**src/rtl/seg_scan_if.sv**
```systemverilog
// seg_scan_if: bus between a display host and seg_scan_ctrl.
//   digit_en  per-digit enable (host -> ctrl)
//   value_in  hex nibble per digit, digit i in [4i+3:4i] (host -> ctrl)
//   load      request to latch value_in at the next frame start (host -> ctrl)
//   load_ack  one-cycle pulse when value_in has been latched (ctrl -> host)
//   an        active-low anode selects (ctrl -> pins)
//   seg       active-low segments {g,f,e,d,c,b,a} (ctrl -> pins)
//   frame     one-cycle pulse at each frame start (ctrl -> host)
interface seg_scan_if #(
   parameter int unsigned DIGITS = 4
);
   logic [DIGITS-1:0]   digit_en;
   logic [4*DIGITS-1:0] value_in;
   logic                load;
   logic                load_ack;
   logic [DIGITS-1:0]   an;
   logic [6:0]          seg;
   logic                frame;

   modport master (
      output digit_en, value_in, load,
      input  load_ack, an, seg, frame
   );

   modport slave (
      input  digit_en, value_in, load,
      output load_ack, an, seg, frame
   );
endinterface

```
**src/rtl/seg_scan_ctrl.sv**
```systemverilog
// seg_scan_ctrl: time-multiplexed seven-segment scan controller.
// Cycles through the enabled digits, one slot of SCAN_DIV clocks each, blanking
// the bus for BLANK clocks at slot entry. The display shadow is reloaded from
// value_in only at frame starts, through a load/load_ack handshake.
// Ports:
//   clk   system clock
//   rst   asynchronous active-high reset
//   bus   seg_scan_if.slave: digit_en, value_in, load in; load_ack, an, seg, frame out
// Build option: define SEG_SCAN_BLANK_EN to enable the per-slot blanking
// interval; without it each digit drives for the full slot.
module seg_scan_ctrl #(
   parameter int unsigned DIGITS   = 4,
   parameter int unsigned SCAN_DIV = 50000,
   parameter int unsigned BLANK    = 500
) (
   input  logic       clk,
   input  logic       rst,
   seg_scan_if.slave  bus
);

   localparam int unsigned IW = $clog2(DIGITS);
   localparam int unsigned CW = $clog2(SCAN_DIV);
   localparam logic [CW-1:0] CNT_LAST = CW'(SCAN_DIV - 1);

   if (DIGITS < 2 || DIGITS > 8 || SCAN_DIV < 4 || BLANK < 1 || BLANK > SCAN_DIV - 2) begin : g_cfg_err
      $error("seg_scan_ctrl: parameter out of range");
   end

`ifdef SEG_SCAN_BLANK_EN
   localparam logic [CW-1:0] CNT_BLANK_LAST = CW'(BLANK - 1);
   typedef enum logic [1:0] {ST_IDLE, ST_BLANK, ST_DRIVE} state_t;
   localparam state_t ST_SLOT_START = ST_BLANK;
`else
   typedef enum logic [1:0] {ST_IDLE, ST_DRIVE} state_t;
   localparam state_t ST_SLOT_START = ST_DRIVE;
`endif

   state_t                  state_q, state_d;
   logic [CW-1:0]           cnt_q, cnt_d;
   logic [IW-1:0]           idx_q, idx_d;
   logic                    pending_q, pending_d;
   logic [DIGITS-1:0][3:0]  shadow_q, shadow_d;
   logic [DIGITS-1:0]       an_q, an_d;
   logic [6:0]              seg_q, seg_d;
   logic                    frame_q, frame_d;
   logic                    load_ack_q, load_ack_d;

   // Lowest enabled digit index (0 if none enabled).
   function automatic logic [IW-1:0] lowest_en(input logic [DIGITS-1:0] en);
      logic [IW-1:0] r;
      r = '0;
      for (int i = int'(DIGITS) - 1; i >= 0; i--) begin
         if (en[i]) r = IW'(i);
      end
      return r;
   endfunction

   // Next enabled digit strictly above cur, wrapping to the lowest enabled.
   function automatic logic [IW-1:0] next_en(input logic [DIGITS-1:0] en,
                                             input logic [IW-1:0]     cur);
      logic [IW-1:0] r;
      logic          found;
      r     = lowest_en(en);
      found = 1'b0;
      for (int i = 0; i < int'(DIGITS); i++) begin
         if (!found && en[i] && (i > int'(cur))) begin
            r     = IW'(i);
            found = 1'b1;
         end
      end
      return r;
   endfunction

   // Hex nibble to active-low {g,f,e,d,c,b,a}.
   function automatic logic [6:0] hex_seg(input logic [3:0] v);
      logic [6:0] s;
      case (v)
         4'h0: s = 7'h40;
         4'h1: s = 7'h79;
         4'h2: s = 7'h24;
         4'h3: s = 7'h30;
         4'h4: s = 7'h19;
         4'h5: s = 7'h12;
         4'h6: s = 7'h02;
         4'h7: s = 7'h78;
         4'h8: s = 7'h00;
         4'h9: s = 7'h10;
         4'hA: s = 7'h08;
         4'hB: s = 7'h03;
         4'hC: s = 7'h46;
         4'hD: s = 7'h21;
         4'hE: s = 7'h06;
         default: s = 7'h0E;
      endcase
      return s;
   endfunction

   // State, counter and output registers.
   always_ff @(posedge clk or posedge rst) begin
      if (rst) begin
         state_q    <= ST_IDLE;
         cnt_q      <= '0;
         idx_q      <= '0;
         pending_q  <= 1'b0;
         shadow_q   <= '0;
         an_q       <= '1;
         seg_q      <= 7'h7F;
         frame_q    <= 1'b0;
         load_ack_q <= 1'b0;
      end else begin
         state_q    <= state_d;
         cnt_q      <= cnt_d;
         idx_q      <= idx_d;
         pending_q  <= pending_d;
         shadow_q   <= shadow_d;
         an_q       <= an_d;
         seg_q      <= seg_d;
         frame_q    <= frame_d;
         load_ack_q <= load_ack_d;
      end
   end

   // Next-state, shadow load and output decode.
   always_comb begin
      state_d    = state_q;
      cnt_d      = cnt_q;
      idx_d      = idx_q;
      pending_d  = pending_q | bus.load;
      shadow_d   = shadow_q;
      frame_d    = 1'b0;
      load_ack_d = 1'b0;
      an_d       = '1;
      seg_d      = 7'h7F;

      unique case (state_q)
         ST_IDLE: begin
            cnt_d = '0;
            if (|bus.digit_en) begin
               idx_d   = lowest_en(bus.digit_en);
               state_d = ST_SLOT_START;
               frame_d = 1'b1;
            end
         end
`ifdef SEG_SCAN_BLANK_EN
         ST_BLANK: begin
            cnt_d = cnt_q + CW'(1);
            if (cnt_q == CNT_BLANK_LAST) state_d = ST_DRIVE;
         end
`endif
         ST_DRIVE: begin
            if (cnt_q == CNT_LAST) begin
               cnt_d = '0;
               if (bus.digit_en == '0) begin
                  state_d = ST_IDLE;
               end else begin
                  idx_d   = next_en(bus.digit_en, idx_q);
                  state_d = ST_SLOT_START;
                  // A wrap (including a lone enabled digit) starts a new frame.
                  frame_d = (idx_d <= idx_q);
               end
            end else begin
               cnt_d = cnt_q + CW'(1);
            end
         end
         default: begin
            state_d = ST_IDLE;
            cnt_d   = '0;
         end
      endcase

      // Atomic shadow update: only at a frame start, merging any earlier loads.
      if (frame_d && pending_d) begin
         shadow_d   = bus.value_in;
         load_ack_d = 1'b1;
         pending_d  = 1'b0;
      end

      // Drive only while the selected digit is still enabled; a dropped enable
      // blanks the rest of the slot without shortening it.
      if (state_d == ST_DRIVE && bus.digit_en[idx_d]) begin
         an_d[idx_d] = 1'b0;
         seg_d       = hex_seg(shadow_d[idx_d]);
      end
   end

   assign bus.an       = an_q;
   assign bus.seg      = seg_q;
   assign bus.frame    = frame_q;
   assign bus.load_ack = load_ack_q;

endmodule

```
**src/flat_wrapper.sv**
```systemverilog
// flat-port wrapper written by rule: the top's interface ports become plain ports
module seg_scan_ctrl_flat 
#(
   parameter int unsigned DIGITS   = 4,
   parameter int unsigned SCAN_DIV = 50000,
   parameter int unsigned BLANK    = 500
)
  (clk, rst, bus_digit_en, bus_value_in, bus_load, bus_load_ack, bus_an, bus_seg, bus_frame);
  seg_scan_if #(.DIGITS(DIGITS)) bus_i ();
  input  logic clk;
  input  logic rst;
  input wire logic [$bits(bus_i.digit_en)-1:0] bus_digit_en;
  input wire logic [$bits(bus_i.value_in)-1:0] bus_value_in;
  input wire logic [$bits(bus_i.load)-1:0] bus_load;
  output wire logic [$bits(bus_i.load_ack)-1:0] bus_load_ack;
  output wire logic [$bits(bus_i.an)-1:0] bus_an;
  output wire logic [$bits(bus_i.seg)-1:0] bus_seg;
  output wire logic [$bits(bus_i.frame)-1:0] bus_frame;
  assign bus_i.digit_en = bus_digit_en;
  assign bus_i.value_in = bus_value_in;
  assign bus_i.load = bus_load;
  assign bus_load_ack = bus_i.load_ack;
  assign bus_an = bus_i.an;
  assign bus_seg = bus_i.seg;
  assign bus_frame = bus_i.frame;
  seg_scan_ctrl #(.DIGITS(DIGITS), .SCAN_DIV(SCAN_DIV), .BLANK(BLANK)) u_core (.clk(clk), .rst(rst), .bus(bus_i));
endmodule
```
**config.mk**
```make
export PLATFORM = sky130hd
export DESIGN_NAME = seg_scan_ctrl_flat
export DESIGN_NICKNAME = d
export VERILOG_FILES = /design/src/rtl/seg_scan_if.sv /design/src/rtl/seg_scan_ctrl.sv /design/src/flat_wrapper.sv
export SDC_FILE = /design/constraint.sdc
export NUM_CORES = 1
export LEC_CHECK = 0
export BUFFER_PORTS_ARGS = -buffer_cell sky130_fd_sc_hd__buf_2
export CELL_PAD_IN_SITES_DETAIL_PLACEMENT = 1
export CELL_PAD_IN_SITES_GLOBAL_PLACEMENT = 2
export CORE_MARGIN = 10
export CORE_UTILIZATION = 38
export DETAILED_ROUTE_END_ITERATION = 8
export PLACE_DENSITY = 0.88
export SLEW_MARGIN = 0
export SYNTH_ARGS = -nofsm -noshare
export SYNTH_HDL_FRONTEND = slang
export SYNTH_SLANG_ARGS = --single-unit
```
**constraint.sdc**
```tcl
create_clock -name clk -period 5 [get_ports clk]
set_input_delay 1 -clock clk [delete_from_list [all_inputs] [get_ports clk]]
set_output_delay 1 -clock clk [all_outputs]
set_load 0.1 [all_outputs]
```
[Word-level counts from Yosys, hierarchy flattened]
Memories as Yosys holds them, arrays and structs flattened.
Cells that the tools add are included.
Storage, ports and cells
  output and inout port bits: 13
  memory bits (read-only): 112
  RAM bits: 0
  memories: 1
  input bits: 23
  logic and storage cells: 81
  register bits: 50
  bits in latches: 0
Operators by class
  shift-type cells: 0
  bitwise logic cells: 2
  reduce and logical (&&, ||, !) cells: 13
  mux-type cells: 43
  equality and inequality tests: 3
  divide/modulo/power cells: 0
  $lt $le $gt $ge: 6
  multiply operators: 0
  add/subtract/negate cells: 1
Memories
  (name not given): words 16, bits a word 7, read ports 1, clocked after memory_dff 0, write ports 0, line seg_scan_ctrl.sv:77  | case (v)
Operators by type and width (number)
  2-to-1 mux 16 bit: 3
  2-to-1 mux 2 bit: 15
  adder 16 x 1 -> 16 bit, second input constant: 1
  equality test 16 bit, second input constant: 1
  2-to-1 mux 1 bit: 16
  binary-select mux 4 bit (select 2 bit): 1
  logical AND 1 bit: 8
  2-to-1 mux 4 bit: 2
  one-hot mux 2 bit (2 select lines): 2
  2-to-1 mux 7 bit: 1
  equality test 2 x 1 -> 1 bit, second input constant: 2
  greater-than comparator 2 bit, first input constant: 2
  zero test 4 bit: 1
  inverter 4 bit: 1
  OR reduction 4 bit: 1
  less-than comparator 2 x 3 -> 1 bit, second input constant: 1
  binary-select mux 1 bit (select 2 bit): 1
  demux 1 bit (select 2 bit): 1
  >= comparator 2 x 1 -> 1 bit, second input constant: 1
  greater-than comparator 1 x 2 -> 1 bit, first input constant: 1
  less-or-equal comparator 2 bit: 1
  zero test 1 bit: 2
  zero test 2 bit: 1
  one-hot mux 1 bit (2 select lines): 1
  OR 1 bit: 1

[Logic depth before layout (Yosys ltp)]
An unclocked memory read counts as a cell.
  depth in word-level cells: 30
  mapped depth: 17
  gate-level depth less buffers: 14

[Worst setup path before layout]
OpenSTA, ideal clock, no wires.
  path type: input-to-reg
  from: input port bus_digit_en[3]
  to: register u_core.seg_q[3], in the netlist u_core.bus.seg[3]
  buffers on the path: 3
  required time: 4918 ps
  path slack: 545 ps
  stages on the path: 17
  arrival: 4373 ps
  setup time: 82 ps
  path through: clkbuf_2 -> or2b_1 -> a21oi_1 -> a211oi_1 -> ha_1 -> nand2_1 -> o211a_1 -> a211o_1 -> buf_6 -> buf_8 -> mux2_2 -> mux2_2 -> mux2i_1 -> inv_1 -> ha_1 -> mux4_2 -> or2_1
RTL lines
  from (decl): line flat_wrapper.sv:12  | input wire logic [$bits(bus_i.digit_en)-1:0] bus_digit_en;
  to (signal assigned): line seg_scan_ctrl.sv:117  | seg_q <= seg_d;
  to (decl): line seg_scan_ctrl.sv:44  | logic [6:0] seg_q, seg_d;

==> metrics.yaml <==
status: "finished clean"
die_area_um2: 10700
drive_gt1_share_pct: 34.3
cts_tree: "built"
worstPathCellList: "buf_2, or2b_1, a21oi_1, a211oi_1, ha_1, nand2_1, o211a_1, a211o_1, mux2_2, mux2_2, mux2i_4, inv_1, ha_1, mux4_2, or2_1"
firstDrtPassIters: 4
period_needed_ns: 4.43
holdBufCountCts: 0
timing.rr.start: "u_core.idx_q[0]"
reg2reg_setup_slack_ns: 1.03
max_slew_margin_pct: 30.6
yosys_most_used_dff: "dfrtp_1"
startpoint: "bus_digit_en[3]"
drc: 0
clock_tree.buffer_depth: 2
async_flop_share_pct: 100
cp_max_fo: 13
synth-seq-area-share_pct: 47.6
area_growth_pct: 13.1
hold_class: "flop to flop"
post_cts_resized: 0
critical-path-max-stage-delay_ns: 0.46
critPathCapture: "u_core.bus.seg[3]"
synth_edf_count: 0
fmax_ghz: 0.226
via_per_inst: 4.99
vias: 1833
synth_fa_ha_area_share_pct: 4.23
power_density_nw_per_um2: 508
path_class: "primary input to flop"
placed_area_um2: 2920
cts_setup_buffers: 0
ys_warn_count: 0
fin_cells: 367
num-nets-final: 302
period_share_pct: 88.5
htreeDepth: 2
cp.required_ns: 5.23
synth_most_common_cell: "dfrtp_1"
drv_cap: 0
setup_viol_count_final: 0
slew_viol_final: 0
clockRootBuffer: "clkbuf_8"
reg2reg_depth: 14
drtIter0Drc: 53
grt_pass1_vias: 2014
synth_compound_area_share_pct: 8.00
start_util_pct: 39.2
synth_mux_area_share_pct: 16.4
place.gp.congestion: 0.838
synth_top_cell_area_share_pct: 36.7
yosysTopAreaCell: "dfrtp_1"
reg2reg_to: "u_core.bus.seg[3]"
hold_viol: 0
cts.sinks: 50
setup_slack_ns: 0.574
synthTopCellsByCount: "dfrtp_1, nor2_1, mux2_2, inv_1"
peakVddDrop_v: 0.000348
clk_pin_slew_ns: 0.09
num_antenna_cells: 0
die_h_um: 104
syn_area_um2: 2660
tightest_slew_ns: 1.04
ant_nets: 0
synth_area_per_cell_um2: 11.4
yosysUniqueCellTypes: 50
clk_latency_ns: 0.30
dp_hpwl_mm: 4.25
overflow: 0
fill_cells: 773
post-place-ws_ns: 0.258
fp.dieW_um: 104
place_inst: 359
grt_max_degree: 51
portBuffers: 35
grt_util_all_layers_pct: 10.9
boundaryPins: 36
wl_per_cell_um: 15.6
yosys.area_share.simple_pct: 14.3
skew_ns: 0.00684
std_cell_rows: 30
rsz0062_at_grt: "no"
tns_ns: 0
wirelength_mm: 5.74
cts-buffers-inserted: 5
ys_seq_elements: 50
synthXorXnorAreaFrac_pct: 4.94
syn_inst: 233
worstPathArrival_ns: 4.66
yosys-top-cells-area: "dfrtp_1, dfstp_2, mux2_2"
fin_area_um2: 3010
synth_nets: 265
startpoint_type: "primary input"
crit_path_end_kind: "flop"
core_area_um2: 6790
slowest_stage: "mux4_2"
leakage_nw: 1.32
synth_top_family_by_area: "multiplexers"
antenna_found_initial: 0
grt_pass1_wl_mm: 9.96
==> final cells by class <==
cell class / instances / area [um2] / share of cell area [%]
Inverter: 13 / 48.8 / 1.62
Clock inverter: 1 / 5.00 / 0.166
Sequential cell: 50 / 1260 / 42.1
Multi-Input combinational cell: 161 / 1280 / 42.5
Tap cell: 96 / 120 / 3.99
Timing Repair Buffer: 39 / 205 / 6.82
Clock buffer: 7 / 86.3 / 2.87
==> placed cells by master (no fill, tap or decap), types with 6 or more instances in the layout <==
cell / count
and3_1: 6
xnor2_1: 8
nand2_1: 11
nand3_1: 8
dfrtp_1: 39
inv_1: 12
buf_2: 35
ha_1: 9
nor2_1: 26
dfstp_2: 11
mux2_2: 25
xor2_1: 7
clkbuf_8: 6
==> critical path: cells and delay by family <==
kind	cells	cell delay [ns]
mux	4	1.37
fa+ha+maj	2	0.55
compound gates	4	0.96
buf+inv	2	0.26
simple gates	3	0.50
==> sequential cells by signal, summed over array words and instances (netlist names) <==
signal               cells
u_core.state_q           2
u_core.bus.frame         1
u_core.idx_q             2
u_core.bus.load_ack      1
u_core.bus.seg           7
u_core.cnt_q            16
u_core.pending_q         1
u_core.shadow_q         16
u_core.bus.an            4
==> worst min path at each step <==
stage,from,endpoint,cells after the start
2_1_floorplan,u_core.cnt_q[0],u_core.cnt_q[0],1
3_3_place_gp,u_core.cnt_q[0],u_core.cnt_q[0],1
3_5_place_dp,u_core.cnt_q[0],u_core.cnt_q[0],1
4_1_cts,u_core.cnt_q[0],u_core.cnt_q[0],1
5_1_grt,u_core.cnt_q[0],u_core.cnt_q[0],1
6_report,u_core.cnt_q[0],u_core.cnt_q[0],1
==> per-stage QoR <==
step	utilization [%]	power, mW	hold slack, ns
floorplan	-	1.18	0.425
global placement	42.9	1.28	0.455
detailed placement	42.9	1.30	0.461
CTS	44.3	1.55	0.472
global route	44.3	1.64	0.494
finish	44.3	1.53	0.463
==> report_power, final <==
group	total [mW]	leakage (nW)	switching, mW	internal (mW)
clock network	0.238	0.0482	0.126	0.112
logic	0.747	0.668	0.482	0.265
registers	0.544	0.609	0.0300	0.514
==> cell families (layout without fill, tap and decap cells) <==
logic type / after synthesis / in the layout
muxes: 35 / 35
DFF: 50 / 50
AOI/OAI and AO/OA: 29 / 29
xor gates and xnor gates: 15 / 15
buffers and inverters: 22 / 60
other: 1 / 1
and+or+nand+nor: 72 / 72
adders and majority gates: 9 / 9
==> per-layer routing <==
metal / vias up / GRT usage, % / routed length (um)
li1: 889 / - / -
met1: 914 / 13.5 / 2630
met2: 24 / 18.6 / 2900
met3: 6 / 2.60 / 154
met4: 0 / 2.68 / 55
met5: - / 0 / 0
Note: power is estimated with default switching activity, not from simulation.
